[src/rtl/placar_pkg.sv]
// -----------------------------------------------------------------------------
// placar_pkg
// Shared definitions for the scoreboard sequencing controller:
//   - state_e      : shot-clock FSM state and its 2-bit encoding (debug/LED code)
//   - PTS1..PTS3   : point values carried by the three score buttons
//   - DEF_*        : default values for the controller parameters
//   - pick_points  : priority selection of one score event per cycle
// -----------------------------------------------------------------------------
package placar_pkg;

    typedef enum logic [1:0] {
        ST_IDLE    = 2'd0,
        ST_RUN     = 2'd1,
        ST_PAUSED  = 2'd2,
        ST_EXPIRED = 2'd3
    } state_e;

    localparam logic [7:0] PTS1 = 8'd1;
    localparam logic [7:0] PTS2 = 8'd2;
    localparam logic [7:0] PTS3 = 8'd3;

    localparam int DEF_MAX_SCORE   = 99;
    localparam int DEF_SHOT_LONG   = 24;
    localparam int DEF_SHOT_SHORT  = 14;
    localparam int DEF_BUZZ_TICKS  = 3;
    localparam int DEF_SYNC_STAGES = 2;

    // Highest-value button wins when several edges land in the same cycle.
    function automatic logic [7:0] pick_points(input logic [2:0] rise);
        logic [7:0] pts;
        if (rise[2]) begin
            pts = PTS3;
        end else if (rise[1]) begin
            pts = PTS2;
        end else if (rise[0]) begin
            pts = PTS1;
        end else begin
            pts = 8'd0;
        end
        return pts;
    endfunction

endpackage

[src/rtl/placar_controle_if.sv]
// -----------------------------------------------------------------------------
// placar_controle_if
// Board-side bundle of the scoreboard controller.
//   Inputs to the controller : tick_1hz, btn[2:0], sub, run_sw, reload_sel, reload
//   Outputs of the controller: score[6:0], shot[4:0], buzzer, alert, state[1:0]
// master : the board/stimulus side (drives buttons and switches)
// slave  : the controller itself
// -----------------------------------------------------------------------------
interface placar_controle_if;

    logic       tick_1hz;
    logic [2:0] btn;
    logic       sub;
    logic       run_sw;
    logic       reload_sel;
    logic       reload;

    logic [6:0] score;
    logic [4:0] shot;
    logic       buzzer;
    logic       alert;
    logic [1:0] state;

    modport master (
        output tick_1hz, btn, sub, run_sw, reload_sel, reload,
        input  score, shot, buzzer, alert, state
    );

    modport slave (
        input  tick_1hz, btn, sub, run_sw, reload_sel, reload,
        output score, shot, buzzer, alert, state
    );

endinterface

[src/rtl/placar_controle_sync_edge.sv]
// -----------------------------------------------------------------------------
// sync_edge
// STAGES-deep synchronizer for one asynchronous input, plus a rising-edge
// detector on the synchronized value.
//   clk     : system clock
//   rst_n   : asynchronous active-low reset, clears every flop
//   i_d     : raw asynchronous input
//   o_level : synchronized level (last synchronizer stage, registered)
//   o_rise  : one-cycle pulse when o_level goes 0 -> 1
// -----------------------------------------------------------------------------
module sync_edge #(
    parameter int STAGES = 2
) (
    input  logic clk,
    input  logic rst_n,
    input  logic i_d,
    output logic o_level,
    output logic o_rise
);

    logic [STAGES-1:0] r_sync;
    logic              r_prev;

    // Shift chain plus a delayed copy of the last stage for edge detection.
    always_ff @(posedge clk or negedge rst_n) begin
        if (!rst_n) begin
            r_sync <= {STAGES{1'b0}};
            r_prev <= 1'b0;
        end else begin
            r_sync[0] <= i_d;
            for (int i = 1; i < STAGES; i++) begin
                r_sync[i] <= r_sync[i-1];
            end
            r_prev <= r_sync[STAGES-1];
        end
    end

    assign o_level = r_sync[STAGES-1];
    assign o_rise  = r_sync[STAGES-1] & ~r_prev;

endmodule

[src/rtl/placar_controle.sv]
// -----------------------------------------------------------------------------
// placar_controle
// Sequencing controller for the scoreboard: owns the score register
// (saturating add/subtract of 1/2/3-point events, sticky overflow alert) and
// the shot clock (24/14 reload, run/pause, expiry buzzer) paced by tick_1hz.
//   clk              : system clock
//   reset            : asynchronous active-low reset
//   bus.tick_1hz     : one-cycle 1 Hz strobe, already synchronous to clk
//   bus.btn[2:0]     : raw score buttons, btn[i] is worth i+1 points
//   bus.sub          : 0 = add, 1 = subtract (synchronized level)
//   bus.run_sw       : 1 = shot clock runs, 0 = paused (synchronized level)
//   bus.reload_sel   : reload value select, 0 = SHOT_LONG, 1 = SHOT_SHORT
//   bus.reload       : raw button, rising edge reloads the shot clock
//   bus.score[6:0]   : current score, registered
//   bus.shot[4:0]    : current shot-clock value, registered
//   bus.buzzer       : expiry buzzer, registered
//   bus.alert        : sticky score-overflow flag, registered
//   bus.state[1:0]   : FSM state code, registered
// -----------------------------------------------------------------------------
module placar_controle
    import placar_pkg::*;
#(
    parameter int MAX_SCORE   = DEF_MAX_SCORE,
    parameter int SHOT_LONG   = DEF_SHOT_LONG,
    parameter int SHOT_SHORT  = DEF_SHOT_SHORT,
    parameter int BUZZ_TICKS  = DEF_BUZZ_TICKS,
    parameter int SYNC_STAGES = DEF_SYNC_STAGES
) (
    input  logic                clk,
    input  logic                reset,
    placar_controle_if.slave    bus
);

    localparam logic [7:0] MAX8     = 8'(MAX_SCORE);
    localparam logic [6:0] MAX7     = 7'(MAX_SCORE);
    localparam logic [4:0] L_LONG   = 5'(SHOT_LONG);
    localparam logic [4:0] L_SHORT  = 5'(SHOT_SHORT);
    localparam logic [7:0] L_BUZZ   = 8'(BUZZ_TICKS);

    // Synchronized inputs
    logic [2:0] w_btn_rise;
    logic [2:0] w_btn_lvl;
    logic       w_rl_rise;
    logic       w_rl_lvl;
    logic       w_sub;
    logic       w_sub_rise;
    logic       w_run;
    logic       w_run_rise;
    logic       w_sel;
    logic       w_sel_rise;
    logic       w_unused_ok;

    // Score path
    logic [7:0] w_pts;
    logic [7:0] w_sum;
    logic [6:0] w_score_nxt;
    logic       w_alert_set;

    // Registered state and outputs
    logic [6:0] r_score;
    logic       r_alert;
    state_e     r_state;
    logic [4:0] r_shot;
    logic       r_buzzer;
    logic [7:0] r_buzz_cnt;

    for (genvar g = 0; g < 3; g++) begin : g_btn_sync
        sync_edge #(.STAGES(SYNC_STAGES)) u_btn (
            .clk     (clk),
            .rst_n   (reset),
            .i_d     (bus.btn[g]),
            .o_level (w_btn_lvl[g]),
            .o_rise  (w_btn_rise[g])
        );
    end

    sync_edge #(.STAGES(SYNC_STAGES)) u_reload (
        .clk     (clk),
        .rst_n   (reset),
        .i_d     (bus.reload),
        .o_level (w_rl_lvl),
        .o_rise  (w_rl_rise)
    );

    sync_edge #(.STAGES(SYNC_STAGES)) u_sub (
        .clk     (clk),
        .rst_n   (reset),
        .i_d     (bus.sub),
        .o_level (w_sub),
        .o_rise  (w_sub_rise)
    );

    sync_edge #(.STAGES(SYNC_STAGES)) u_run (
        .clk     (clk),
        .rst_n   (reset),
        .i_d     (bus.run_sw),
        .o_level (w_run),
        .o_rise  (w_run_rise)
    );

    // reload_sel is a board switch too; it only matters at a reload event,
    // which is itself delayed by the same synchronizer depth.
    sync_edge #(.STAGES(SYNC_STAGES)) u_sel (
        .clk     (clk),
        .rst_n   (reset),
        .i_d     (bus.reload_sel),
        .o_level (w_sel),
        .o_rise  (w_sel_rise)
    );

    // Level/pulse outputs this controller has no use for.
    assign w_unused_ok = ^{w_btn_lvl, w_rl_lvl, w_sub_rise, w_run_rise, w_sel_rise};

    // Next score: 8-bit sum so an overflow past MAX_SCORE is seen, never wrapped.
    always_comb begin
        w_pts       = pick_points(w_btn_rise);
        w_sum       = {1'b0, r_score} + w_pts;
        w_score_nxt = r_score;
        w_alert_set = 1'b0;
        if (w_pts == 8'd0) begin
            w_score_nxt = r_score;
            w_alert_set = 1'b0;
        end else if (!w_sub) begin
            if (w_sum > MAX8) begin
                w_score_nxt = MAX7;
                w_alert_set = 1'b1;
            end else begin
                w_score_nxt = w_sum[6:0];
                w_alert_set = 1'b0;
            end
        end else begin
            if (w_pts > {1'b0, r_score}) begin
                w_score_nxt = 7'd0;
            end else begin
                w_score_nxt = r_score - w_pts[6:0];
            end
            w_alert_set = 1'b0;
        end
    end

    // Score register and sticky alert; events are accepted in every FSM state.
    always_ff @(posedge clk or negedge reset) begin
        if (!reset) begin
            r_score <= 7'd0;
            r_alert <= 1'b0;
        end else begin
            r_score <= w_score_nxt;
            r_alert <= r_alert | w_alert_set;
        end
    end

    // Shot-clock FSM with registered shot, buzzer and buzz counter.
    // A reload event outranks everything else in the same cycle, ticks included.
    always_ff @(posedge clk or negedge reset) begin
        if (!reset) begin
            r_state    <= ST_IDLE;
            r_shot     <= L_LONG;
            r_buzzer   <= 1'b0;
            r_buzz_cnt <= 8'd0;
        end else if (w_rl_rise) begin
            r_shot     <= w_sel ? L_SHORT : L_LONG;
            r_buzzer   <= 1'b0;
            r_buzz_cnt <= 8'd0;
            r_state    <= w_run ? ST_RUN : ST_IDLE;
        end else begin
            case (r_state)
                ST_IDLE: begin
                    if (w_run) begin
                        r_state <= ST_RUN;
                    end
                end
                ST_RUN: begin
                    // Pausing wins over a tick arriving in the same cycle.
                    if (!w_run) begin
                        r_state <= ST_PAUSED;
                    end else if (bus.tick_1hz) begin
                        if (r_shot > 5'd1) begin
                            r_shot <= r_shot - 5'd1;
                        end else if (r_shot == 5'd1) begin
                            r_shot     <= 5'd0;
                            r_state    <= ST_EXPIRED;
                            r_buzzer   <= (L_BUZZ != 8'd0);
                            r_buzz_cnt <= L_BUZZ;
                        end else begin
                            r_shot <= 5'd0;
                        end
                    end
                end
                ST_PAUSED: begin
                    if (w_run) begin
                        r_state <= ST_RUN;
                    end
                end
                ST_EXPIRED: begin
                    r_shot <= 5'd0;
                    if (bus.tick_1hz && (r_buzz_cnt != 8'd0)) begin
                        r_buzz_cnt <= r_buzz_cnt - 8'd1;
                        if (r_buzz_cnt == 8'd1) begin
                            r_buzzer <= 1'b0;
                        end
                    end
                end
                default: begin
                    r_state <= ST_IDLE;
                end
            endcase
        end
    end

    assign bus.score  = r_score;
    assign bus.shot   = r_shot;
    assign bus.buzzer = r_buzzer;
    assign bus.alert  = r_alert;
    assign bus.state  = r_state;

endmodule

[src/flat_wrapper.sv]
// flat-port wrapper written by rule: the top's interface ports become plain ports
module placar_controle_flat import placar_pkg::*;
#(
    parameter int MAX_SCORE   = DEF_MAX_SCORE,
    parameter int SHOT_LONG   = DEF_SHOT_LONG,
    parameter int SHOT_SHORT  = DEF_SHOT_SHORT,
    parameter int BUZZ_TICKS  = DEF_BUZZ_TICKS,
    parameter int SYNC_STAGES = DEF_SYNC_STAGES
)
  (clk, reset, bus_tick_1hz, bus_btn, bus_sub, bus_run_sw, bus_reload_sel, bus_reload, bus_score, bus_shot, bus_buzzer, bus_alert, bus_state);
  placar_controle_if bus_i ();
  input  logic clk;
  input  logic reset;
  input wire logic [$bits(bus_i.tick_1hz)-1:0] bus_tick_1hz;
  input wire logic [$bits(bus_i.btn)-1:0] bus_btn;
  input wire logic [$bits(bus_i.sub)-1:0] bus_sub;
  input wire logic [$bits(bus_i.run_sw)-1:0] bus_run_sw;
  input wire logic [$bits(bus_i.reload_sel)-1:0] bus_reload_sel;
  input wire logic [$bits(bus_i.reload)-1:0] bus_reload;
  output wire logic [$bits(bus_i.score)-1:0] bus_score;
  output wire logic [$bits(bus_i.shot)-1:0] bus_shot;
  output wire logic [$bits(bus_i.buzzer)-1:0] bus_buzzer;
  output wire logic [$bits(bus_i.alert)-1:0] bus_alert;
  output wire logic [$bits(bus_i.state)-1:0] bus_state;
  assign bus_i.tick_1hz = bus_tick_1hz;
  assign bus_i.btn = bus_btn;
  assign bus_i.sub = bus_sub;
  assign bus_i.run_sw = bus_run_sw;
  assign bus_i.reload_sel = bus_reload_sel;
  assign bus_i.reload = bus_reload;
  assign bus_score = bus_i.score;
  assign bus_shot = bus_i.shot;
  assign bus_buzzer = bus_i.buzzer;
  assign bus_alert = bus_i.alert;
  assign bus_state = bus_i.state;
  placar_controle #(.MAX_SCORE(MAX_SCORE), .SHOT_LONG(SHOT_LONG), .SHOT_SHORT(SHOT_SHORT), .BUZZ_TICKS(BUZZ_TICKS), .SYNC_STAGES(SYNC_STAGES)) u_core (.clk(clk), .reset(reset), .bus(bus_i));
endmodule
[config.mk]
export PLATFORM = sky130hd
export DESIGN_NAME = placar_controle_flat
export DESIGN_NICKNAME = d
export VERILOG_FILES = /design/src/rtl/placar_pkg.sv /design/src/rtl/placar_controle_if.sv /design/src/rtl/placar_controle_sync_edge.sv /design/src/rtl/placar_controle.sv /design/src/flat_wrapper.sv
export SDC_FILE = /design/constraint.sdc
export NUM_CORES = 1
export LEC_CHECK = 0
export CAP_MARGIN = 20
export CELL_PAD_IN_SITES_DETAIL_PLACEMENT = 0
export CELL_PAD_IN_SITES_GLOBAL_PLACEMENT = 1
export CORE_UTILIZATION = 43
export DETAILED_ROUTE_END_ITERATION = 16
export GPL_ROUTABILITY_DRIVEN = 0
export PLACE_DENSITY = 0.83
export SKIP_CTS_REPAIR_TIMING = 1
export SLEW_MARGIN = 10
export SYNTH_ARGS = -nofsm -noshare
export SYNTH_HDL_FRONTEND = slang
export SYNTH_SLANG_ARGS = --single-unit
[constraint.sdc]
create_clock -name clk -period 3.2 [get_ports clk]
set_clock_uncertainty 0.1 [all_clocks]
set_input_delay 0.32 -clock clk [delete_from_list [all_inputs] [get_ports clk]]
set_output_delay 0.32 -clock clk [all_outputs]
set_load 0.02 [all_outputs]
==> results.json <==
{
  "dr.pass1.iters": 4,
  "drive_gt1_share_pct": 9.03,
  "p_int_uw": 1190,
  "rsz0062_at_grt": "false",
  "clock_tree.root_cell": "sky130_fd_sc_hd__clkbuf_8",
  "globalRoute.totalOverflow": 0,
  "first_pass_grt_wire_length_um": 7940,
  "drtAntennaViolNets": 0,
  "net-switching-power_uw": 868,
  "leakage_uw": 0.00115,
  "drt-total-wl_um": 4750,
  "rrSetupSlack_ns": 0.32,
  "start_util_pct": 44.9,
  "synth-seq-cells": 42,
  "clock-sinks": 42,
  "netlist_area_mm2": 0.00231,
  "synth_top_family_by_area": "simple AND/OR/NAND/NOR gates",
  "synth.top_cells.by_count": "40 x sky130_fd_sc_hd__dfrtp_1, 27 x sky130_fd_sc_hd__o21ai_0, 25 x sky130_fd_sc_hd__nor2_1, 19 x sky130_fd_sc_hd__inv_1, 19 x sky130_fd_sc_hd__nand2_1",
  "via_count_of_the_first_global_routing_pass": 1801,
  "cap_viol_max_count": 0,
  "synth-main-ff-cell": "sky130_fd_sc_hd__dfrtp_1",
  "vias": 1892,
  "cp_max_fo": 5,
  "fill_count": 516,
  "proportion_of_synthesized_chip_area_in_sequential_cells_pct": 45.7,
  "wl_per_cell_um": 13.7,
  "initial_antenna_violation_count": 0,
  "drt_first_iter_violations": 157,
  "setup-tns-final_ns": 0,
  "slew_violations": 0,
  "vdd_ir_drop_max_mv": 0.375,
  "clockPowerShare_pct": 17.1,
  "die-area_mm2": 0.00566,
  "post_synth_fa_ha_maj_area_fraction_pct": 7.70,
  "cts.htree.levels": 2,
  "coreArea_mm2": 0.00514,
  "holdCritPathClass": "input port to async pin",
  "run_status": "complete, no violations",
  "syn_to_final_growth_pct": 17.6,
  "tightestPinTransition_ns": 0.943,
  "yosys-mux-area-fraction_pct": 0.922,
  "arrival_time_at_the_worst_endpoint_ns": 2.98,
  "groute.usage.overall_pct": 18.9,
  "clk_pin_slew_worst_paths_ns": 0.09,
  "power.share.switching_pct": 42.2,
  "worst-endpoint-required_ns": 3.30,
  "tritoncts_clock_tree": "built",
  "yosys-top-cells-area": "sky130_fd_sc_hd__dfrtp_1 43%, sky130_fd_sc_hd__ha_1 6.0%, sky130_fd_sc_hd__o21ai_0 5.9%",
  "post_synth_num_cell_types": 52,
  "timing.setup.critical_path_class": "register to register",
  "yosysWarnings": 0,
  "fin_util_pct": 52.8,
  "largest_net_degree_at_the_start_of_global_routing": 43,
  "r2r_cells": 10,
  "cts_buffer_depth": 2,
  "syn_nets": 272,
  "layout_worst_path_cycle_share_pct": 89.9,
  "share_seq_of_total_power_pct": 40.2,
  "synth_compound_gate_area_share_pct": 19.9,
  "antenna_cells": 0,
  "synthMostInstantiatedCell": "sky130_fd_sc_hd__dfrtp_1",
  "multiInputGateArea_mm2": 0.00115,
  "report.final.hold_viol_count": 0,
  "finish.net_count": 299,
  "yosys.area_share.xor_xnor_pct": 0.380,
  "sequential_cell_area_mm2": 0.00105,
  "placementRows": 26,
  "timing.fmax_mhz": 348,
  "drcViolationCount": 0,
  "synth_largest_type_area_fraction_pct": 43.4,
  "final.min_clock_period_ns": 2.88,
  "report.final.setup_viol": 0,
  "synth_simple_gate_area_share_pct": 20.9,
  "combPwrFrac_pct": 42.6,
  "synth-edff-count": 0,
  "report.power.total_uw": 2060,
  "endpoint_kind": "register",
  "tritoncts.num_buffers": 5,
  "die_height_um": 75.2,
  "die_width_um": 75.2,
  "placement.io_buffers": 25,
  "drt-vias-per-instance": 5.45,
  "postSynthAreaPerCell_um2": 9.26,
  "synth-async-reset-ratio_pct": 100,
  "cp-start-kind": "register",
  "synth_largest_area_cell": "sky130_fd_sc_hd__dfrtp_1",
  "timing.rr.start": "u_core.g_btn_sync[2].u_btn.r_sync[1]",
  "boundaryPins": 26,
  "timing.max_slew.rel_slack_pct": 37.2,
  "cellPowerDensity_mw_per_mm2": 759,
  "syn-instance-count": 249,
  "crit-reg2reg-capture": "u_core.bus.score[0]",
  "worstSkewPairLatency_ns": 0.29,
  "dp_hpwl_um": 3400
}
==> layout make-up <==
type	count	area share (%)
Tap cell	70	3.23
Clock inverter	3	0.877
Timing Repair Buffer	26	9.32
Clock buffer	5	2.54
Sequential cell	42	38.9
Inverter	19	2.63
Multi-Input combinational cell	182	42.5
==> state kept, by name, summed over array words and instances, names as in the netlist <==
register and flops:
u_core.bus.state 2, u_core.bus.alert 1, u_core.bus.shot 5, u_core.bus.score 7, u_core.r_buzz_cnt 8, u_core.u_sub.r_sync 2
u_core.u_sel.r_sync 2, u_core.u_reload.r_prev 1, u_core.g_btn_sync.u_btn.r_sync 6, u_core.bus.buzzer 1, u_core.g_btn_sync.u_btn.r_prev 3, u_core.u_reload.r_sync 2
u_core.u_run.r_sync 2
==> worst max-delay path, stage by stage (launching register included) <==
cell                       delay [ns]
sky130_fd_sc_hd__dfrtp_1         0.38
sky130_fd_sc_hd__nor2b_1         0.13
sky130_fd_sc_hd__nor2_1          0.30
sky130_fd_sc_hd__inv_1           0.16
sky130_fd_sc_hd__ha_1            0.34
sky130_fd_sc_hd__nor2b_1         0.22
sky130_fd_sc_hd__o21ai_0         0.18
sky130_fd_sc_hd__or3_1           0.41
sky130_fd_sc_hd__a21bo_2         0.25
sky130_fd_sc_hd__a21boi_1        0.07
sky130_fd_sc_hd__o31ai_1         0.24
==> power by group through the flow <==
stage	clock network, uW	logic (uW)	registers, uW
after floorplan	0	553	850
after global placement	0	868	836
after detailed placement	0	878	836
after CTS	367	879	827
after global routing	384	981	853
final	353	877	829
==> metrics by stage <==
step	cells	instance area [um^2]	hold slack, ns	worst slack (ns)
floorplan	249	2310	-0.0756	0.683
global placement	339	2610	0.233	0.262
detailed placement	339	2610	0.235	0.255
CTS	347	2710	0.107	0.192
global route	347	2710	0.146	0.0868
finish	347	2710	0.0643	0.323
==> worst max-delay path by stage <==
| stage | start | end | slack (ns) | cells after the start |
|---|---|---|---|---|
| after floorplan | u_core.g_btn_sync[1].u_btn.r_sync[1] | u_core.bus.score[0] | 0.68 | 12 |
| after global placement | u_core.g_btn_sync[0].u_btn.r_prev | u_core.bus.score[0] | 0.26 | 12 |
| after detailed placement | u_core.g_btn_sync[0].u_btn.r_prev | u_core.bus.score[0] | 0.25 | 12 |
| after CTS | u_core.g_btn_sync[0].u_btn.r_prev | u_core.bus.score[0] | 0.19 | 12 |
| after global routing | u_core.g_btn_sync[2].u_btn.r_sync[1] | u_core.bus.score[0] | 0.09 | 10 |
| final | u_core.g_btn_sync[2].u_btn.r_sync[1] | u_core.bus.score[0] | 0.32 | 10 |
==> placed cells by master (no fill, tap or decap), drive strengths merged, types with 7 or more instances in the layout <==
cell type / instances
o21ai: 28
clkdlybuf4s50: 24
dfrtp: 40
ha: 11
nor3: 9
nand2: 20
a21oi: 15
nor2: 26
nand3: 9
nor2b: 7
inv: 20
==> layer usage <==
layer	up-vias	GRT usage [%]	routed length, um
li1	933	-	-
met1	907	25.0	2270
met2	45	30.8	2230
met3	7	4.15	177
met4	0	6.58	71
met5	-	0	0
==> logic make-up (layout without fill, tap and decap cells) <==
kind of cell,Yosys count,in the layout
AND/OR/NAND/NOR,95,95
XOR/XNOR,1,1
multiplexers,2,2
buffers and inverters,25,53
AO/OA/AOI/OAI,71,71
adder cells (fa/ha/maj),13,13
flip-flops,42,42
No activity file was read; power rests on OpenSTA's default activity.
